--- config.mk ---
export PLATFORM = sky130hd
export DESIGN_NAME = ucsbece154_imem_arb
export DESIGN_NICKNAME = d
export VERILOG_FILES = /design/src/rtl/ucsbece154_imem_arb.sv
export SDC_FILE = /design/constraint.sdc
export NUM_CORES = 1
export LEC_CHECK = 0
export ABC_AREA = 0
export CAP_MARGIN = 15
export CORE_ASPECT_RATIO = 1.1
export CORE_MARGIN = 2
export CORE_UTILIZATION = 37
export DETAILED_ROUTE_END_ITERATION = 7
export HOLD_SLACK_MARGIN = 0.02
export PLACE_DENSITY = 0.92
export SLEW_MARGIN = 20
export SYNTH_ARGS = -nofsm -noshare
export SYNTH_HDL_FRONTEND = slang
export SYNTH_SLANG_ARGS = --single-unit
--- constraint.sdc ---
create_clock -name clk -period 1.9 [get_ports clk]
set_clock_uncertainty 0.1 [all_clocks]
set_input_delay 0.285 -clock clk [delete_from_list [all_inputs] [get_ports clk]]
set_output_delay 0.285 -clock clk [all_outputs]
set_load 0.005 [all_outputs]
--- src/rtl/ucsbece154_imem_arb.sv ---
// Instruction-memory arbiter: a demand (cache miss) port and a prefetch port share one
// burst-read memory. Demand wins by default, and a starvation counter forces a prefetch grant.
module ucsbece154_imem_arb #(
   parameter int BLOCK_WORDS  = 4,
   parameter int STARVE_LIMIT = 3
) (
   input  logic        clk,
   input  logic        reset,
   input  logic        d_req,
   input  logic [31:0] d_addr,
   input  logic        p_req,
   input  logic [31:0] p_addr,
   input  logic        p_cancel,
   output logic        d_gnt,
   output logic        p_gnt,
   output logic        d_rvalid,
   output logic        p_rvalid,
   output logic        r_last,
   output logic [31:0] rdata,
   output logic        d_hit_inflight,
   output logic        mem_req,
   output logic [31:0] mem_addr,
   input  logic [31:0] mem_data,
   input  logic        mem_ready
);

   // state  | meaning
   // S_IDLE | no transfer; arbitrate and grant on the same edge
   // S_ISSUE| single-cycle mem_req with the latched address
   // S_BURST| count mem_ready beats and forward them to the owner
   typedef enum logic [1:0] {
      S_IDLE  = 2'd0,
      S_ISSUE = 2'd1,
      S_BURST = 2'd2
   } state_t;

   localparam int BEAT_W   = $clog2(BLOCK_WORDS);
   localparam int STARVE_W = $clog2(STARVE_LIMIT + 1);

   localparam logic [BEAT_W-1:0]   LAST_BEAT = BEAT_W'(BLOCK_WORDS - 1);
   localparam logic [STARVE_W-1:0] STARVE_MAX = STARVE_W'(STARVE_LIMIT);

   state_t              state_q;
   logic [BEAT_W-1:0]   beat_q;
   logic [STARVE_W-1:0] starve_q;
   logic                owner_p_q;
   logic                cancel_q;
   logic [31:0]         addr_q;

   logic starved;
   logic pick_p;
   logic pick_d;
   logic in_idle;
   logic in_flight;
   logic cancel_now;
   logic beat;
   logic last_beat;

   assign starved = (starve_q == STARVE_MAX) && p_req;
   assign pick_p  = p_req && (!d_req || starved);
   assign pick_d  = d_req && !pick_p;

   assign in_idle   = !reset && (state_q == S_IDLE);
   assign in_flight = (state_q == S_ISSUE) || (state_q == S_BURST);

   // Cancel takes effect in the cycle it is raised, not only from the next one.
   assign cancel_now = cancel_q || (p_cancel && owner_p_q && in_flight);

   assign beat      = !reset && (state_q == S_BURST) && mem_ready;
   assign last_beat = beat && (beat_q == LAST_BEAT);

   assign d_gnt    = in_idle && pick_d;
   assign p_gnt    = in_idle && pick_p;
   assign d_rvalid = beat && !owner_p_q;
   assign p_rvalid = beat && owner_p_q && !cancel_now;
   assign r_last   = last_beat && !(owner_p_q && cancel_now);
   assign rdata    = mem_data;

   assign mem_req  = !reset && (state_q == S_ISSUE);
   assign mem_addr = reset ? 32'd0 : addr_q;

   assign d_hit_inflight = !reset && owner_p_q && in_flight &&
                           (d_addr[31:4] == addr_q[31:4]);

   always_ff @(posedge clk) begin
      if (reset) begin
         state_q   <= S_IDLE;
         beat_q    <= '0;
         starve_q  <= '0;
         owner_p_q <= 1'b0;
         cancel_q  <= 1'b0;
         addr_q    <= '0;
      end else begin
         if (!p_req || p_gnt) begin
            starve_q <= '0;
         end else if (d_gnt && (starve_q != STARVE_MAX)) begin
            starve_q <= starve_q + STARVE_W'(1);
         end

         case (state_q)
            S_IDLE: begin
               if (d_req || p_req) begin
                  addr_q    <= pick_p ? p_addr : d_addr;
                  owner_p_q <= pick_p;
                  cancel_q  <= 1'b0;
                  beat_q    <= '0;
                  state_q   <= S_ISSUE;
               end
            end
            S_ISSUE: begin
               cancel_q <= cancel_now;
               state_q  <= S_BURST;
            end
            S_BURST: begin
               cancel_q <= cancel_now;
               // Memory cannot abort, so beats are counted even when delivery is cancelled.
               if (mem_ready) begin
                  beat_q <= beat_q + BEAT_W'(1);
               end
               if (last_beat) begin
                  state_q <= S_IDLE;
               end
            end
            default: begin
               state_q <= S_IDLE;
            end
         endcase
      end
   end

endmodule

# Yosys cells after proc, flatten, opt, wreduce, memory -nomap -nowiden
# Cells that the tools add are included.
[word_totals] reg_bits=40 input_bits=102 word_cells=69
[op_classes] add_sub_neg=2 eq_ne=9 mux=10 reduce_logical=42
[ops] op="32-bit two-way mux" n=2
[ops] op="28-bit == test" n=1
[ops] op="1-bit logical AND" n=21
[ops] op="2-bit two-way mux" n=4
[ops] op="1-bit logical NOT" n=7
[ops] op="2-bit == test (second input constant)" n=3
[ops] op="2-bit != test (second input constant)" n=3
[ops] op="2-bit case mux with 3 select lines" n=1
[ops] op="2-bit AND reduction" n=3
[ops] op="1-bit logical OR" n=5
[ops] op="2-bit by 1-bit adder with 2-bit output (second input constant)" n=2
[ops] op="2-bit case mux with 2 select lines" n=1
[ops] op="2-bit nonzero test" n=2
[ops] op="2-bit OR reduction" n=2
[ops] op="3-bit AND reduction" n=1
[ops] op="2-bit by 1-bit == test with 1-bit output (second input constant)" n=1
[ops] op="2-bit logical NOT" n=1
[ops] op="2-bit by 1-bit != test with 1-bit output (second input constant)" n=1
[ops] op="1-bit case mux with 2 select lines" n=1
[ops] op="1-bit two-way mux" n=1

# Longest topological paths before layout
# Gate-level depths: netlist of the first run.
[logic_depth] depth_word=8 ltp_mapped=7 depth_no_buf=6

# Worst setup path before layout of the first run
# Ideal clock, no wire load.
[synth_path] kind="flip-flop to output port" from="register state_q[0]" to="output d_hit_inflight" arrival_time_ns=1.346 slack_ns=0.169 stages_incl_launch_ff=7 path_buffers=0 cell_sequence="dfxtp_1 -> inv_1 -> ha_1 -> nand2_1 -> nor3_1 -> nand4_1 -> nor4_1"
[synth_via] elab_chain_len=4 elab_cells_between_ends=5 classes_between="2 x eq/ne; 3 x reduce/logical"
[synth_rtl] element="start: declaration" line="43" rtl="state_t state_q;"
[synth_rtl] element="start signal: assignment" line="87" rtl="state_q <= S_IDLE;"
[synth_rtl] element="start signal: assignment" line="107" rtl="state_q <= S_ISSUE;"
[synth_rtl] element="start signal: assignment" line="112" rtl="state_q <= S_BURST;"
[synth_rtl] element="2-bit by 1-bit == test with 1-bit output / 2-bit == test (equally long branches)" line="64" rtl="assign in_flight = (state_q == S_ISSUE) || (state_q == S_BURST);"
[synth_rtl] element="1-bit logical OR *" line="64"
[synth_rtl] element="1-bit logical AND * (2 in a row)" line="82" rtl="assign d_hit_inflight = !reset && owner_p_q && in_flight &&"
[synth_rtl] element="end: declaration" line="20" rtl="output logic d_hit_inflight,"
# Every way passes the cells marked *; elsewhere a longest branch is shown, timed or not.

# Worst setup path in the final report of the first run
[layout_path] from="input d_addr[9]" to="output d_hit_inflight"
[layout_via] elab_chain_len=2
[layout_rtl] element="start: declaration" line="10" rtl="input logic [31:0] d_addr,"
[layout_rtl] element="28-bit == test" line="83" rtl="(d_addr[31:4] == addr_q[31:4]);"
[layout_rtl] element="1-bit logical AND" line="82"
# Every way passes these cells.

==> out/metrics.csv, run 1 <==
metric;value;unit
place_hpwl;6.36;mm
drt-vias-per-instance;5.27;
violations;DRC, setup timing;
initial_core_util;38.4;%
final_hold_viol_count;0;
reg2regPathDepth;5;
worst_slew_pin_slew;395;ps
fin_crit;2180;ps
ir_drop;0.291;mV
holdPathStages;3;
cts_max_level;2;
nets;554;
drc;13;
core;0.00709;mm2
antennaDiodeCount;0;
fin_tns_setup;-283;ps
arrival;1800;ps
syn_inst;349;
grt_overflow;0;
fill_cells;649;
path_clk_slew;80;ps
status;complete, but fails checks;
fp.dieArea;0.00805;mm2
ant_nets;0;
grt_pass1_wl;13.4;mm
first_global_vias;2880;
clock_sinks;40;
place.gp.congestion;0.853;
via_count;2801;
timing.fmax;0.458;GHz
final_cell_mix;clkdlybuf4s50_1, nor2_1, dfxtp_1, buf_4, nor2b_1;
dpl-instance-area;0.00387;mm2
power.leakage;1.66;nW
port_buffers;108;
powerDensity;806;mW/mm2
antenna_found_initial;0;
clk-insertion-delay-late;290;ps
first_iter_violations;106;
finalWorstSetupSlack;-283;ps
clockBufferDepth;2;
ys_ff_latch;40;
maxCapViolations;0;
crit_type;in2out;
ys_seq_area_share;29.4;%
path_max_fanout;2;
cts_root_buf;clkbuf_8;
end_kind;output port;
slew-limit-headroom;73.6;%
rsz0062_at_grt;true;
area_delta_synth_final;48.3;%
start_kind;input port;
num_rows;32;
hold_path_class;in2reg;
pin_count;173;
drive_gt1_share;17.3;%
syn_avg_cell_area;7.79;um2
grtUsageTotal;21.0;%
grt_max_degree;46;
wl;8.68;mm
stdcell_area;0.00403;mm2
slew_violations;0;
multi_input_area;0.00163;mm2
die_y;93.9;um
regArea;803;um2
syn_area;0.00272;mm2
post_drt_wl_per_cell;16.4;um
setup_viol;1;
ys.warnings.count;0;
ys_types;30;
cts_made_buffers;5;
fin_crit_sh;115;%
crit_required;1510;ps
final_common_cell;clkdlybuf4s50_1;
synth_nets;458;
dieWidth;85.8;um
firstDrtPassIters;6;
tritoncts;built;
worst max-delay path, stage by stage:
cell	delay (ps)
clkdlybuf4s50_1	450
xor2_1	170
nor4_2	330
nand4_1	120
nor4_1	280
buf_2	170
routing by layer:
layer | vias to the layer above | GRT usage [%] | part of all wire, %
met5 | - | 0 | 0
met4 | 0 | 9.13 | 3.1
met3 | 19 | 4.83 | 6.6
met2 | 113 | 37.5 | 52
met1 | 1311 | 23.8 | 38
li1 | 1358 | - | -
synthesized netlist by cell type:
master	count	area (um2)
buf_1	5	18.8
xnor2_1	11	96.3
ha_1	7	87.6
a32oi_1	1	8.76
a21oi_1	5	25.0
xor2_1	17	149
buf_2	9	45.0
o21a_1	1	7.51
nand4b_1	1	8.76
nor3_1	3	15.0
nand3_1	33	165
nor3b_1	3	22.5
nand4_1	4	25.0
and4_1	1	8.76
clkbuf_1	9	33.8
nor2b_1	36	225
dfxtp_1	40	801
nand2_4	1	11.3
mux2i_1	4	40.0
o221a_2	1	11.3
o21ai_0	1	5.00
nor4_1	5	31.3
and2_1	1	6.26
a311oi_1	32	280
nand2_1	36	135
nand3b_1	1	7.51
nor2_1	38	143
buf_4	36	270
inv_1	3	11.3
nand2b_1	4	25.0
final timing paths:
kind | startpoint | end | slack, ps
worst max-delay path | d_addr[9] | d_hit_inflight | -280
worst min-delay path | reset | state_q[1]$_SDFFE_PP0P_ | 310
worst max register to register | starve_q[0]$_SDFFE_PP0P_ | addr_q[17]$_SDFFE_PP0P_ | 170
worst min register to register | addr_q[0]$_SDFFE_PP0P_ | addr_q[0]$_SDFFE_PP0P_ | 400
report_power, final:
group	leakage (nW)	internal [mW]	switching, mW	total (mW)
combinational	1.27	0.841	0.687	1.53
clock	0.0510	0.290	0.303	0.593
sequential	0.332	1.01	0.119	1.13
total	1.66	2.14	1.11	3.25
metrics by stage:
step                std cells  power (mW)  utilization, %  setup WS (ps)  hold slack (ps)
global route              531        3.48            56.9           -361              322
CTS                       531        3.20            56.0           -256              300
global placement          523        2.54            54.7           -723              357
finish                    531        3.25            56.9           -283              315
floorplan                 349        1.91               -            169              347
detailed placement        523        2.59            54.7           -743              385
what timing repair did:
action | in CTS | in global routing
pin swaps | 3 | 3
endpoints found under the setup margin | 7 | 15
hold buffers | 0 | 0
gates resized for setup | 22 | 22
buffers inserted | 0 | 0
cells by family after synthesis:
logic type	Yosys count	share of synthesized area, %
AO/OA/AOI/OAI	41	12.4
buffers and inverters	62	13.9
multiplexers	4	1.47
XOR/XNOR	28	9.02
AND/OR/NAND/NOR	167	30.5
adder cells (fa/ha/maj)	7	3.22
flip-flops	40	29.4
cell type report:
class / count / area share, %
sequential: 40 / 19.9
clock inverter: 2 / 0.248
clock buffer: 6 / 2.05
tap: 85 / 2.64
timing repair buffer: 148 / 34.6
inverter: 3 / 0.279
multi-input combinational: 247 / 40.3
state kept, by name, indices dropped and copies added (netlist names):
| signal | cells |
|---|---|
| addr_q | 32 |
| beat_q | 2 |
| starve_q | 2 |
| state_q | 2 |
| cancel_q | 1 |
| owner_p_q | 1 |
Power figures use the tool's default switching activity.
==> inputs of run 2 (changes only) <==
GPL_ROUTABILITY_DRIVEN = 0   (was default)
==> results of run 2 <==
Same layout as run 1: the final DEF is identical, and so are final timing and power.
==> inputs of run 3 (changes only) <==
CAP_MARGIN = 10   (was 15)
==> results of run 3 <==
Same layout as run 1: the final DEF is identical, and so are final timing and power.
